--- src/rtl/life_pkg.sv ---
// Shared types and default sizing for the Life generation scheduler.
package life_pkg;

    localparam int GEN_W_DEF       = 16;
    localparam int TIMEOUT_MAX_DEF = 4096;
    localparam int OVR_W_DEF       = 8;

    typedef enum logic [1:0] {
        IDLE  = 2'd0,
        ISSUE = 2'd1,
        WAIT  = 2'd2
    } state_e;

    typedef enum logic [1:0] {
        OP_START = 2'd0,
        OP_CLEAR = 2'd1,
        OP_LOAD  = 2'd2
    } op_e;

endpackage

--- src/rtl/life_gen_ctrl.sv ---
// Generation scheduler: picks the next core operation (clear/load/step/tick),
// pulses it to the Life core, waits for done, and tracks generations, overruns and hangs.
module life_gen_ctrl
    import life_pkg::*;
#(
    parameter int GEN_W       = GEN_W_DEF,
    parameter int TIMEOUT_MAX = TIMEOUT_MAX_DEF,
    parameter int OVR_W       = OVR_W_DEF
) (
    input  logic             clk,
    input  logic             rst,
    input  logic             tick,
    input  logic             run,
    input  logic             step_req,
    input  logic             clear_req,
    input  logic             load_req,
    input  logic             core_done,
    output logic             core_start,
    output logic             core_clear,
    output logic             core_load,
    output logic             busy,
    output logic [GEN_W-1:0] gen_count,
    output logic [OVR_W-1:0] ovr_count,
    output logic             hang,
    output state_e           dbg_state_o
);

    localparam int              TO_W    = $clog2(TIMEOUT_MAX + 1);
    localparam logic [TO_W-1:0] TO_LAST = TO_W'(TIMEOUT_MAX - 1);

    state_e           state_q, state_d;
    op_e              op_q, op_d;
    logic             pend_q, pend_d;
    logic [TO_W-1:0]  to_q, to_d;
    logic [GEN_W-1:0] gen_q, gen_d;
    logic [OVR_W-1:0] ovr_q, ovr_d;
    logic             hang_q, hang_d;
    logic             svc_tick;

    // Core handshake: one core_* pulse in ISSUE opens an operation; the first
    // core_done seen in WAIT closes it. done outside WAIT carries no meaning.
    always_comb begin
        state_d  = state_q;
        op_d     = op_q;
        pend_d   = pend_q;
        to_d     = to_q;
        gen_d    = gen_q;
        ovr_d    = ovr_q;
        hang_d   = hang_q;
        svc_tick = 1'b0;

        case (state_q)
            IDLE: begin
                if (clear_req) begin
                    op_d    = OP_CLEAR;
                    state_d = ISSUE;
                end else if (load_req) begin
                    op_d    = OP_LOAD;
                    state_d = ISSUE;
                end else if (step_req && !run) begin
                    op_d    = OP_START;
                    state_d = ISSUE;
                end else if (run && (tick || pend_q)) begin
                    op_d     = OP_START;
                    state_d  = ISSUE;
                    svc_tick = 1'b1;
                end
            end
            ISSUE: begin
                to_d    = '0;
                state_d = WAIT;
            end
            WAIT: begin
                if (core_done) begin
                    state_d = IDLE;
                    gen_d   = (op_q == OP_START) ? gen_q + GEN_W'(1) : '0;
                end else if (to_q == TO_LAST) begin
                    state_d = IDLE;
                    hang_d  = 1'b1;
                end else begin
                    to_d = to_q + TO_W'(1);
                end
            end
            default: state_d = IDLE;
        endcase

        // A serviced start consumes one tick token; any token beyond the single
        // pending slot is an overrun.
        if (!run) begin
            pend_d = 1'b0;
        end else if (svc_tick) begin
            pend_d = pend_q & tick;
        end else if (tick) begin
            if (pend_q) begin
                if (ovr_q != '1) ovr_d = ovr_q + OVR_W'(1);
            end else begin
                pend_d = 1'b1;
            end
        end
    end

    always_ff @(posedge clk) begin
        if (rst) begin
            state_q <= IDLE;
            op_q    <= OP_START;
            pend_q  <= 1'b0;
            to_q    <= '0;
            gen_q   <= '0;
            ovr_q   <= '0;
            hang_q  <= 1'b0;
        end else begin
            state_q <= state_d;
            op_q    <= op_d;
            pend_q  <= pend_d;
            to_q    <= to_d;
            gen_q   <= gen_d;
            ovr_q   <= ovr_d;
            hang_q  <= hang_d;
        end
    end

    // Pulses and busy are masked by rst so an aborted operation never leaks a pulse.
    assign core_start  = (state_q == ISSUE) && (op_q == OP_START) && !rst;
    assign core_clear  = (state_q == ISSUE) && (op_q == OP_CLEAR) && !rst;
    assign core_load   = (state_q == ISSUE) && (op_q == OP_LOAD)  && !rst;
    assign busy        = (state_q != IDLE) && !rst;
    assign gen_count   = gen_q;
    assign ovr_count   = ovr_q;
    assign hang        = hang_q;
    assign dbg_state_o = state_q;

endmodule

--- config.mk ---
export PLATFORM = sky130hd
export DESIGN_NAME = life_gen_ctrl
export DESIGN_NICKNAME = d
export VERILOG_FILES = /design/src/rtl/life_pkg.sv /design/src/rtl/life_gen_ctrl.sv
export SDC_FILE = /design/constraint.sdc
export NUM_CORES = 1
export LEC_CHECK = 0
export ABC_AREA = 0
export BUFFER_PORTS_ARGS = -buffer_cell sky130_fd_sc_hd__buf_2
export CAP_MARGIN = 20
export CELL_PAD_IN_SITES_DETAIL_PLACEMENT = 1
export CELL_PAD_IN_SITES_GLOBAL_PLACEMENT = 2
export CORE_MARGIN = 5
export CORE_UTILIZATION = 35
export CTS_BUF_LIST = sky130_fd_sc_hd__clkbuf_4 sky130_fd_sc_hd__clkbuf_8 sky130_fd_sc_hd__clkbuf_16
export CTS_CLUSTER_SIZE = 25
export DETAILED_ROUTE_END_ITERATION = 7
export HOLD_SLACK_MARGIN = 0.12
export PLACE_DENSITY = 0.92
export SLEW_MARGIN = 20
export SYNTH_ARGS = -nofsm -noshare
export SYNTH_HDL_FRONTEND = slang
export SYNTH_SLANG_ARGS = --single-unit
--- constraint.sdc ---
create_clock -name clk -period 4.5 [get_ports clk]
set_input_delay 0.225 -clock clk [delete_from_list [all_inputs] [get_ports clk]]
set_output_delay 0.225 -clock clk [all_outputs]
set_load 0.02 [all_outputs]
; Yosys cells after proc, flatten, opt, wreduce, memory -nomap -nowiden
; Cells that the tools add are included.
[word_totals]
reg_bits = 43
latchBits = 0
mem_bits_rw = 0
romBits = 0
out_inout_bits = 31
word_cells = 71
mem_count = 0
[op_classes]
n_addsub = 3
multipliers = 0
div_mod_pow = 0
magnitude_cmp = 0
eq_ne = 10
shifts = 0
n_mux = 22
bitwise_logic = 4
n_reduce_logical = 25
[op_table]
columns = op, count
row1 = 13-bit two-way mux, 2
row2 = 13-bit case mux with 2 select lines, 1
row3 = 2-bit two-way mux, 10
row4 = 16-bit by 1-bit adder with 16-bit output (second input constant), 1
row5 = 16-bit two-way mux, 1
row6 = 13-bit by 1-bit adder with 13-bit output (second input constant), 1
row7 = 13-bit by 12-bit == test with 1-bit output (second input constant), 1
row8 = 1-bit logical AND, 9
row9 = 8-bit by 1-bit adder with 8-bit output (second input constant), 1
row10 = 8-bit != test (second input constant), 1
row11 = 1-bit two-way mux, 7
row12 = 2-bit case mux with 3 select lines, 1
row13 = 2-bit AND reduction, 3
row14 = 3-bit AND reduction, 2
row15 = 2-bit nonzero test, 3
row16 = 5-bit != test (second input constant), 1
row17 = 5-bit AND reduction, 1
row18 = 2-bit by 1-bit == test with 1-bit output (second input constant), 2
row19 = 2-bit == test (second input constant), 2
row20 = 2-bit zero test, 2
row21 = 2-bit != test (second input constant), 2
row22 = 4-bit nonzero test, 1
row23 = 3-bit != test (second input constant), 1
row24 = 1-bit inverter, 3
row25 = other kinds (4), 5

; Logic depth before layout (Yosys ltp)
; Gate-level depths: netlist (run 1).
[logic_depth]
ltp_word = 9
depth_mapped = 7
mapped_depth_nobuf = 5

; Least setup slack after synthesis (run 1)
; Ideal clock, no wire load.
[synth_timing]
path_kind = reg-to-reg
from = register state_q[1], in the netlist dbg_state_o[1]
to = register ovr_q[6], in the netlist ovr_count[6]
setup_ns = 0.121
arrival_ns = 1.739
t_required_ns = 4.379
path_slack_ns = 2.640
path_stages_with_launch = 6
path_buffers = 1
cell_sequence = dfxtp_1 -> clkbuf_8 -> o41ai_1 -> nor4b_1 -> nand3_1 -> mux2_2
[synth_via]
elab_chain_cells = 4
[synth_lines]
columns = item, line
row1 = start: declaration, life_gen_ctrl.sv:31  ; state_e state_q, state_d;
row2 = start signal: assignment, life_gen_ctrl.sv:112  ; state_q <= state_d;
row3 = 2-bit zero test, life_gen_ctrl.sv:52  ; case (state_q)
row4 = 1-bit two-way mux, life_gen_ctrl.sv:52
row5 = 1-bit inverter (no line), --
row6 = 5-bit AND reduction (no line), --
row7 = end signal: assignment, life_gen_ctrl.sv:117  ; ovr_q <= ovr_d;
row8 = end: declaration, life_gen_ctrl.sv:36  ; logic [OVR_W-1:0] ovr_q, ovr_d;
; No other way between the ends.
; A chain may end at the register's enable or synchronous reset.

; Worst setup path in the final report (run 1)
[layout_timing]
from = register state_q[1], in the netlist dbg_state_o[1]
to = register to_q[7]
[layout_via]
elab_chain_cells = 3
elab_cells_between_ends = 7
cone_classes = eq/ne (4) / mux (1) / reduce/logical (2)
[layout_lines]
columns = item, line
row1 = 2-bit == test / 2-bit by 1-bit == test with 1-bit output (equally long branches), life_gen_ctrl.sv:52
row2 = 2-bit != test (no line) / 2-bit nonzero test (equally long branches), --
row3 = 3-bit AND reduction (no line), --
row4 = end signal: assignment, life_gen_ctrl.sv:115  ; to_q <= to_d;
row5 = end: declaration, life_gen_ctrl.sv:34  ; logic [TO_W-1:0] to_q, to_d;
; Parallel ways exist; a longest one is shown, timed or not.

==> results.cfg, run 1 <==
[outcome]
outcome = complete, no violations

[sta]
period_minus_slack_ps = 2020
finClkSkew_ps = 3.72
worst_slew_margin_rel_pct = 50.0
fin_tns_setup_ps = 0
final_min_period_over_clock_period_pct = 45.0
finalHoldWorstSlack_ps = 187
setup_violations = 0
finalMaxSlewViolations = 0
final_critical_path_setup_slack_ps = 2480
max_slew.worst_pin.slew_ps = 741
rsz0062_at_grt = no
finalHoldViolations = 0
max_clock_freq_ghz = 0.494

[synthesis]
synth.cell_area_sq_um = 2110
synth_seq_cells = 43
post_synth_most_frequent_cells = sky130_fd_sc_hd__dfxtp_1, sky130_fd_sc_hd__nor2_1, sky130_fd_sc_hd__a21oi_1, sky130_fd_sc_hd__nand2_1, sky130_fd_sc_hd__nand3_1
asyncSetResetFlopFracSynth_pct = 0
synth_cells = 243
ys_warn_count = 0
post_synth.cell_area_avg_sq_um = 8.69
synth_most_common_cell = sky130_fd_sc_hd__dfxtp_1
yosysUniqueCellTypes = 47
synth_enable_flop_cells = 0
synth_flop_cell = sky130_fd_sc_hd__dfxtp_1
synth_nets = 254
synth_seq_area_share_pct = 40.8
netlist.area_leader.share_pct = 40.8
post_synth_main_area_contributors = sky130_fd_sc_hd__dfxtp_1, sky130_fd_sc_hd__a21oi_1, sky130_fd_sc_hd__nor2_1, sky130_fd_sc_hd__or3_1, sky130_fd_sc_hd__nand3_1
yosysTopAreaCell = sky130_fd_sc_hd__dfxtp_1

[setup_path]
crit_path_cell_trace = nor3b_2 -> o41ai_2 -> buf_4 -> or4_1 -> a21oi_1
delay_of_the_slowest_cell_on_the_worst_path_ps = 560
path_max_fanout = 16
reg2regPathDepth = 5
cp.required_ps = 4730
worst_setup_path_end_kind = flip-flop
worst-r2r-setup-slack_ps = 2480
critical_path.reg2reg.startpoint = dbg_state_o[1]
setup.worst_path.start_class = flip-flop
worstSetupStartpoint = dbg_state_o[1]
critical-path-slowest-cell = sky130_fd_sc_hd__dfxtp_1
crit-reg2reg-capture = to_q[7]
worst-setup-path-type = reg -> reg
cp_data_arrival_time_ps = 2260

[clocking]
cts-buffers-inserted = 5
postCtsSetupBuffers = 0
clk-insertion-delay-late_ps = 300
ctsResizeCount = 0
clk_pin_slew_worst_paths_ps = 80
cts_tree = done
clock-sinks = 43
holdBufCountCts = 0
cts.root.buffer_cell = sky130_fd_sc_hd__clkbuf_8
cts_max_level = 2
clock_tree.buffer_depth = 2

[min_path]
worst_hold_path.endpoint = pend_q
whs_path_depth = 3
hold_path.class = in -> reg
hp-start = run

[die]
floorplan.initialDensity_pct = 35.9
core_region_area_sq_um = 5890
fp.dieH_um = 87.7
die_w_um = 87.7
ios = 39
rows = 28
area_of_the_die_sq_um = 7690

[cells_and_area]
flow.area_growth_from_synthesis_pct = 16.8
diodes = 0
layoutNonFillerInstCount = 357
layout-drive-gt1-share_pct = 21.6
num-nets-final = 292
post-route-util_pct = 41.9

[global_routing]
wire_length_of_the_first_global_routing_pass_um = 8910
global_route.usage.total_pct = 14.4
grt_start_max_net_pins = 27
via_count_of_the_first_global_routing_pass = 1931
antenna_found_initial = 0
overflow = 0

[placed_design]
post-place-ws_ps = 2530
post-place-cells = 349
detailedPlacementHpwl_um = 3790
io_buffers = 38
finalWeightedCongestion = 0.687

[detailed_routing]
final_antenna_net_count = 0
vias = 1981
drc = 0
via_per_inst = 5.55
totalWireLength_um = 5310
dr.pass1.iters = 4
detailedRoute.firstIterationViolations = 71
average_wire_per_standard_cell_um = 14.9

[flow_run]
drv_cap = 0

[power]
leakage_nw = 0.948
p_per_area_nw_per_um2 = 310
worst_ir_drop_vdd_mv = 0.110
-- per-stage QoR --
| stage | power, W | cell area, sq um |
|---|---|---|
| 6_report | 0.000765 | 2470 |
| 3_3_place_gp | 0.000453 | 2350 |
| 2_1_floorplan | 0.000440 | 2110 |
| 5_1_grt | 0.000793 | 2470 |
| 4_1_cts | 0.000778 | 2470 |
| 3_5_place_dp | 0.000454 | 2350 |
-- sequential cells by signal, indices dropped and copies added, names as in the netlist --
name / flops
gen_count: 16
to_q: 13
ovr_count: 8
dbg_state_o: 2
op_q: 2
hang: 1
pend_q: 1
-- critical path: cells and delay by family, from the launching register on --
kind / cells / cell delay (ps)
buffers and inverters: 1 / 220
DFF: 1 / 560
AOI/OAI and AO/OA: 2 / 340
and+or+nand+nor: 2 / 820
-- layout by cell type (no fill, tap or decap), types with 2 or more instances in the layout --
cell,count
sky130_fd_sc_hd__buf_2,38
sky130_fd_sc_hd__nand3b_1,3
sky130_fd_sc_hd__nand4_1,9
sky130_fd_sc_hd__nor3_1,3
sky130_fd_sc_hd__nor4_1,4
sky130_fd_sc_hd__nor4b_1,3
sky130_fd_sc_hd__clkbuf_8,6
sky130_fd_sc_hd__nand3_1,14
sky130_fd_sc_hd__nor2_1,27
sky130_fd_sc_hd__mux2_2,3
sky130_fd_sc_hd__nand2b_1,4
sky130_fd_sc_hd__ha_1,3
sky130_fd_sc_hd__nand2_1,15
sky130_fd_sc_hd__o21ai_0,12
sky130_fd_sc_hd__xnor2_1,8
sky130_fd_sc_hd__xor2_1,3
sky130_fd_sc_hd__and3_1,3
sky130_fd_sc_hd__or3_1,12
sky130_fd_sc_hd__o31ai_1,7
sky130_fd_sc_hd__nor2b_1,3
sky130_fd_sc_hd__inv_1,7
sky130_fd_sc_hd__mux2i_1,2
sky130_fd_sc_hd__a21oi_1,24
sky130_fd_sc_hd__dfxtp_1,43
sky130_fd_sc_hd__or4_1,3
sky130_fd_sc_hd__or4_4,2
-- report_power, final --
part           internal [W]  leakage, nW  switching, W
sequential         0.000385        0.347    0.00000978
combinational     0.0000171        0.539     0.0000333
clock              0.000180       0.0612      0.000140
total              0.000582        0.948      0.000183
-- worst max path at each step --
| stage | slack, ps | end | depth (start not counted) |
|---|---|---|---|
| 2_1_floorplan | 2640 | ovr_count[6] | 5 |
| 3_3_place_gp | 2600 | to_q[7] | 5 |
| 3_5_place_dp | 2530 | to_q[7] | 5 |
| 4_1_cts | 2470 | to_q[7] | 5 |
| 5_1_grt | 2250 | to_q[6] | 6 |
| 6_report | 2480 | to_q[7] | 5 |
-- logic make-up (layout without fill, tap and decap cells) --
kind of cell / Yosys count / count (layout) / synth area share [%]
and+or+nand+nor: 113 / 113 / 30.6
AOI/OAI and AO/OA: 53 / 53 / 15.9
DFF: 43 / 43 / 40.8
buffers and inverters: 15 / 54 / 3.85
xor gates and xnor gates: 11 / 11 / 4.56
muxes: 5 / 5 / 2.55
adders and majority gates: 3 / 3 / 1.78
-- layer usage --
metal / up-vias / track usage, % / share of wire, % / wire (um)
met4: 0 / 4.18 / 1.1 / 61
met5: - / 0 / 0 / 0
met1: 962 / 18.3 / 47 / 2490
met2: 42 / 23.9 / 46 / 2470
li1: 969 / - / - / -
met3: 8 / 3.76 / 5.6 / 295
-- area by class of cell --
cell class                 count  area (sq um)
multi-input combinational    185          1170
tap                           75          93.8
clock inverter                 2          35.0
timing repair buffer          39           198
inverter                       7          26.3
clock buffer                   6          82.6
fill                         732          3420
sequential                    43           861
Power figures use the tool's default switching activity.
==> run 2, diff against run 1 <==
--- a/config.mk
+++ b/config.mk
@@ -5,18 +5,18 @@
 export SDC_FILE = /design/constraint.sdc
 export NUM_CORES = 1
 export LEC_CHECK = 0
-export ABC_AREA = 0
+export ABC_AREA = 1
 export BUFFER_PORTS_ARGS = -buffer_cell sky130_fd_sc_hd__buf_2
 export CAP_MARGIN = 20
 export CELL_PAD_IN_SITES_DETAIL_PLACEMENT = 1
 export CELL_PAD_IN_SITES_GLOBAL_PLACEMENT = 2
 export CORE_MARGIN = 5
-export CORE_UTILIZATION = 35
+export CORE_UTILIZATION = 27
 export CTS_BUF_LIST = sky130_fd_sc_hd__clkbuf_4 sky130_fd_sc_hd__clkbuf_8 sky130_fd_sc_hd__clkbuf_16
 export CTS_CLUSTER_SIZE = 25
 export DETAILED_ROUTE_END_ITERATION = 7
 export HOLD_SLACK_MARGIN = 0.12
-export PLACE_DENSITY = 0.92
+export PLACE_DENSITY = 0.84
 export SLEW_MARGIN = 20
 export SYNTH_ARGS = -nofsm -noshare
 export SYNTH_HDL_FRONTEND = slang
==> constraint.sdc (replaced) <==
create_clock -name clk -period 1.7 [get_ports clk]
set_input_delay 0.085 -clock clk [delete_from_list [all_inputs] [get_ports clk]]
set_output_delay 0.085 -clock clk [all_outputs]
set_load 0.02 [all_outputs]
==> results.cfg, run 2 <==
[sta]
worst_slew_margin_rel_pct = 77.1
max_clock_freq_ghz = 0.649
finalHoldViolations = 0
setup_violations = 0
fin_tns_setup_ps = 0
finClkSkew_ps = 4.94
period_minus_slack_ps = 1540
final_min_period_over_clock_period_pct = 90.6
finalMaxSlewViolations = 0
rsz0062_at_grt = no
max_slew.worst_pin.slew_ps = 344

[min_path]
hold_path.class = in -> reg

[setup_path]
cp_data_arrival_time_ps = 1740
timing.critical_path.to = to_q[2]
worst-setup-path-type = reg -> reg
setup.worst_path.start_class = flip-flop
path_max_fanout = 11
worst-r2r-setup-slack_ps = 160
critical_path.reg2reg.startpoint = to_q[0]
reg2regPathDepth = 8
crit-reg2reg-capture = to_q[2]
worstSetupStartpoint = to_q[0]
cp.required_ps = 1900
worst_setup_path_end_kind = flip-flop

[synthesis]
netlist.area_leader.share_pct = 36.8
synth_most_common_cell = sky130_fd_sc_hd__nand2_1
synth_flop_cell = sky130_fd_sc_hd__dfxtp_1
post_synth_most_frequent_cells = sky130_fd_sc_hd__nand2_1, sky130_fd_sc_hd__nor2_1, sky130_fd_sc_hd__dfxtp_1, sky130_fd_sc_hd__a21oi_1, sky130_fd_sc_hd__inv_1
synth.cell_area_sq_um = 2340
asyncSetResetFlopFracSynth_pct = 0
ys_warn_count = 0
synth_nets = 365
synth_cells = 354
synth_seq_area_share_pct = 36.8
synth_enable_flop_cells = 0
post_synth.cell_area_avg_sq_um = 6.61
yosysUniqueCellTypes = 32
synth_seq_cells = 43
post_synth_main_area_contributors = sky130_fd_sc_hd__dfxtp_1, sky130_fd_sc_hd__nand2_1, sky130_fd_sc_hd__nor2_1, sky130_fd_sc_hd__a21oi_1, sky130_fd_sc_hd__nand3_1
yosysTopAreaCell = sky130_fd_sc_hd__dfxtp_1

[placed_design]
detailedPlacementHpwl_um = 5150
finalWeightedCongestion = 0.792
io_buffers = 38
placed_area_sq_um = 2720

[power]
power_report.internal_total_w = 0.00145
netSwitchingPower_w = 0.000531
p_per_area_nw_per_um2 = 691
seq_power_share_pct = 52.4
switching_share_pct = 26.8
worst_ir_drop_vdd_mv = 0.268
leakage_nw = 1.15
power.clock.fraction_pct = 38.0
power.combinational.fraction_pct = 9.6

[die]
fp.dieH_um = 103
core_region_area_sq_um = 8590
area_of_the_die_sq_um = 10600
die_w_um = 103
rows = 34
floorplan.initialDensity_pct = 27.2
ios = 39

[cells_and_area]
mostFrequentLayoutCell = sky130_fd_sc_hd__nand2_1
largest_reg_flops = 16
flow.area_growth_from_synthesis_pct = 22.4
fin_area_sq_um = 2860
num-nets-final = 421
layout-drive-gt1-share_pct = 21.7
most-common-layout-cells = sky130_fd_sc_hd__nand2_1, sky130_fd_sc_hd__nor2_1, sky130_fd_sc_hd__dfxtp_1
diodes = 0

[flow_run]
drv_cap = 0

[global_routing]
global_route.usage.total_pct = 13.2
antenna_found_initial = 0
overflow = 0
wire_length_of_the_first_global_routing_pass_um = 11300
grt_start_max_net_pins = 21
via_count_of_the_first_global_routing_pass = 2448

[detailed_routing]
totalWireLength_um = 6660
final_antenna_net_count = 0
dr.pass1.iters = 4
drc = 0
via_per_inst = 4.67
average_wire_per_standard_cell_um = 12.8
vias = 2423
detailedRoute.firstIterationViolations = 45

[clocking]
cts.root.buffer_cell = sky130_fd_sc_hd__clkbuf_8
postCtsSetupBuffers = 0
cts_tree = done
cts_max_level = 2
clock-sinks = 43
clk_pin_slew_worst_paths_ps = 90
cts-buffers-inserted = 5
clk-insertion-delay-late_ps = 300
clock_tree.buffer_depth = 2

[outcome]
outcome = complete, no violations
run 2: layout make-up:
type | instances | area (sq um)
fill | 1134 | 5730
multi-input combinational | 260 | 1260
sequential | 43 | 862
timing repair buffer | 57 | 343
inverter | 43 | 161
tap | 108 | 135
clock buffer | 7 | 96.3
clock inverter | 1 | 7.51
run 2: how the worst min path moves through the flow:
stage                     startpoint              to  slack (ps)  cells after the start
final                            run  dbg_state_o[0]         190                      4
after detailed placement         rst          pend_q         350                      2
after floorplan                  rst          pend_q         160                      1
after global routing       core_done        to_q[12]         240                      5
after CTS                        run  dbg_state_o[0]         190                      4
after global placement           rst          pend_q         340                      2
run 2: worst max-delay path, stage by stage (launching register included):
cell	delay, ps
sky130_fd_sc_hd__dfxtp_1	400
sky130_fd_sc_hd__ha_2	250
sky130_fd_sc_hd__nand3_2	100
sky130_fd_sc_hd__nor2_2	150
sky130_fd_sc_hd__nand2_2	80
sky130_fd_sc_hd__nand2_4	100
sky130_fd_sc_hd__nand2_2	150
sky130_fd_sc_hd__a21oi_1	170
sky130_fd_sc_hd__nor2_1	50
run 2: kinds of logic (layout without fill, tap and decap cells):
logic type | after synthesis | in the layout | share of synthesized area, %
simple gates | 202 | 202 | 38.6
buf+inv | 51 | 108 | 9.52
compound gates | 49 | 49 | 11.3
flops | 43 | 43 | 36.8
xor+xnor | 6 | 6 | 2.25
fa+ha+maj | 3 | 3 | 1.60
run 2: layer usage:
layer  track usage [%]  routed length, um
met2              23.1               3210
met3              2.50                148
met4              2.99                 74
met1              16.9               3230
met5                 0                  0
run 2: power groups by stage:
stage / sequential [W] / combinational (W) / clock [W]
after CTS: 0.00104 / 0.000194 / 0.000779
after global routing: 0.00104 / 0.000216 / 0.000823
after global placement: 0.00106 / 0.000185 / 0
after detailed placement: 0.00106 / 0.000187 / 0
after floorplan: 0.00107 / 0.000120 / 0
final: 0.00104 / 0.000190 / 0.000753
run 2: through the flow:
step	hold slack [ps]	power [W]	util (%)	instances	worst slack (ps)
final	189	0.00198	33.3	519	159
after global placement	336	0.00124	31.6	507	155
after detailed placement	346	0.00125	31.6	507	127
after floorplan	163	0.00119	-	354	238
after global routing	238	0.00208	33.3	519	7.05
after CTS	195	0.00201	33.3	519	61.0
run 2: timing repair:
item                                    4_1_cts  5_1_grt
gates resized for setup                       0        2
hold buffers                                  4        0
endpoints found under the setup margin        0        4
endpoints found under the hold margin         3        0
==> run 3, diff against run 2 <==
--- a/config.mk
+++ b/config.mk
@@ -6,15 +6,15 @@
 export NUM_CORES = 1
 export LEC_CHECK = 0
 export ABC_AREA = 1
-export BUFFER_PORTS_ARGS = -buffer_cell sky130_fd_sc_hd__buf_2
 export CAP_MARGIN = 20
 export CELL_PAD_IN_SITES_DETAIL_PLACEMENT = 1
 export CELL_PAD_IN_SITES_GLOBAL_PLACEMENT = 2
 export CORE_MARGIN = 5
-export CORE_UTILIZATION = 27
+export CORE_UTILIZATION = 31
 export CTS_BUF_LIST = sky130_fd_sc_hd__clkbuf_4 sky130_fd_sc_hd__clkbuf_8 sky130_fd_sc_hd__clkbuf_16
 export CTS_CLUSTER_SIZE = 25
 export DETAILED_ROUTE_END_ITERATION = 7
+export DONT_BUFFER_PORTS = 1
 export HOLD_SLACK_MARGIN = 0.12
 export PLACE_DENSITY = 0.84
 export SLEW_MARGIN = 20
==> results.cfg, run 3 (synthesized netlist as in run 2, its figures left out) <==
[setup_path]
path_max_fanout = 3
critical-path-slowest-cell = sky130_fd_sc_hd__dfxtp_1
worst_setup_path_end_kind = output pin
setup.worst_path.start_class = flip-flop
delay_of_the_slowest_cell_on_the_worst_path_ps = 390
crit_path_cell_trace = buf_4 -> inv_1 -> nor2_2 -> nand2_1 -> nor3_1 -> buf_4
cp.required_ps = 1620
worst-setup-path-type = reg -> out
path_common_cell = sky130_fd_sc_hd__buf_4
cp_data_arrival_time_ps = 1540

[sta]
fin_tns_setup_ps = 0
max_slew.worst_pin.slew_ps = 853
finalMaxSlewViolations = 0
final_min_period_over_clock_period_pct = 95.8
finalHoldViolations = 0
setup_violations = 0
rsz0062_at_grt = yes
worst_slew_margin_rel_pct = 42.9
final_critical_path_setup_slack_ps = 71.9
max_clock_freq_ghz = 0.614
period_minus_slack_ps = 1630
finClkSkew_ps = 4.10

[power]
leakage_nw = 1.08
worst_ir_drop_vdd_mv = 0.296
p_per_area_nw_per_um2 = 729

[global_routing]
global_route.usage.total_pct = 14.9
via_count_of_the_first_global_routing_pass = 2465
antenna_found_initial = 0
grt_start_max_net_pins = 21
overflow = 0
wire_length_of_the_first_global_routing_pass_um = 11700

[die]
floorplan.initialDensity_pct = 32.1
ios = 39
core_region_area_sq_um = 7290
rows = 31
die_w_um = 96.9
fp.dieH_um = 96.9
area_of_the_die_sq_um = 9380

[outcome]
outcome = complete, no violations

[clocking]
clock-sinks = 43
clk-insertion-delay-late_ps = 300
cts-buffers-inserted = 5
cts_tree = done
postCtsSetupBuffers = 0
clk_pin_slew_worst_paths_ps = 90
cts.root.buffer_cell = sky130_fd_sc_hd__clkbuf_8
cts_max_level = 2
clock_tree.buffer_depth = 2

[detailed_routing]
via_per_inst = 4.83
vias = 2392
totalWireLength_um = 6870
average_wire_per_standard_cell_um = 13.9
final_antenna_net_count = 0
dr.pass1.iters = 4
drc = 0
detailedRoute.firstIterationViolations = 53

[placed_design]
finalWeightedCongestion = 0.781
io_buffers = 0
post-place-ws_ps = 84.0
detailedPlacementHpwl_um = 5240
post-place-cells = 478
placed_area_sq_um = 2650

[cells_and_area]
layoutNonFillerInstCount = 495
diodes = 0
fin_area_sq_um = 2880
post-route-util_pct = 39.4
layout-drive-gt1-share_pct = 17.9
largest_reg_flops = 16
num-nets-final = 406
mostFrequentLayoutCell = sky130_fd_sc_hd__nand2_1
most-common-layout-cells = sky130_fd_sc_hd__nand2_1, sky130_fd_sc_hd__nor2_1, sky130_fd_sc_hd__dfxtp_1
flow.area_growth_from_synthesis_pct = 22.9

[flow_run]
drv_cap = 0

[min_path]
hold_path.class = in -> reg
-- run 3: cell count changes in the layout (fill, tap and decap cells not counted), moves of 2 or more --
cell / previous run / this run
sky130_fd_sc_hd__nor2_1: 50 / 48
sky130_fd_sc_hd__nand2_2: 6 / 4
sky130_fd_sc_hd__nor2_2: 5 / 7
sky130_fd_sc_hd__nand2_4: 1 / 3
sky130_fd_sc_hd__dlygate4sd3_1: 4 / 9
sky130_fd_sc_hd__buf_2: 38 / 0
sky130_fd_sc_hd__buf_4: 15 / 33
-- run 3: cell type report --
class                           instances  area (sq um)
Clock inverter                          2          35.0
Fill cell                             978          4420
Multi-Input combinational cell        260          1270
Tap cell                               99           124
Inverter                               43           161
Timing Repair Buffer                   42           338
Clock buffer                            6          82.6
Sequential cell                        43           862
-- run 3: metal layers --
metal	up-vias	routed length (um)	global-route usage [%]
li1	1221	-	-
met1	1135	3170	18.0
met2	28	3360	26.4
met3	8	259	3.67
met4	0	73	3.89
met5	-	0	0
-- run 3: worst paths after layout --
path                                startpoint    endpoint  slack [ps]  cells after the start
worst min register to register         to_q[0]     to_q[0]         470                      1
worst max register to register         to_q[1]     to_q[7]         130                      8
worst min-delay path                 core_done    to_q[12]         120                      4
worst max-delay path            dbg_state_o[0]  core_clear          70                      6
-- run 3: repair_timing --
action / in CTS / in global routing
hold buffers: 8 / 1
endpoints found under the hold margin: 32 / 1
endpoints found under the setup margin: 0 / 20
resized for setup: 0 / 7
-- run 3: stage by stage --
| stage | power (W) | hold slack (ps) |
|---|---|---|
| final | 0.00210 | 122 |
| after global routing | 0.00218 | 142 |
| after CTS | 0.00210 | 122 |
| after detailed placement | 0.00123 | 160 |
| after global placement | 0.00123 | 158 |
| after floorplan | 0.00119 | 163 |
-- run 3: where the power goes --
group	internal (W)	total [W]	switching, W
Clock	0.000476	0.000852	0.000376
Combinational	0.0000709	0.000211	0.000141
Sequential	0.00102	0.00103	0.0000130
-- run 3: worst max-delay path: cells and delay by family (launching register included) --
kind | cells | cell delay (ps)
buffers and inverters | 3 | 430
and+or+nand+nor | 3 | 430
DFF | 1 | 390
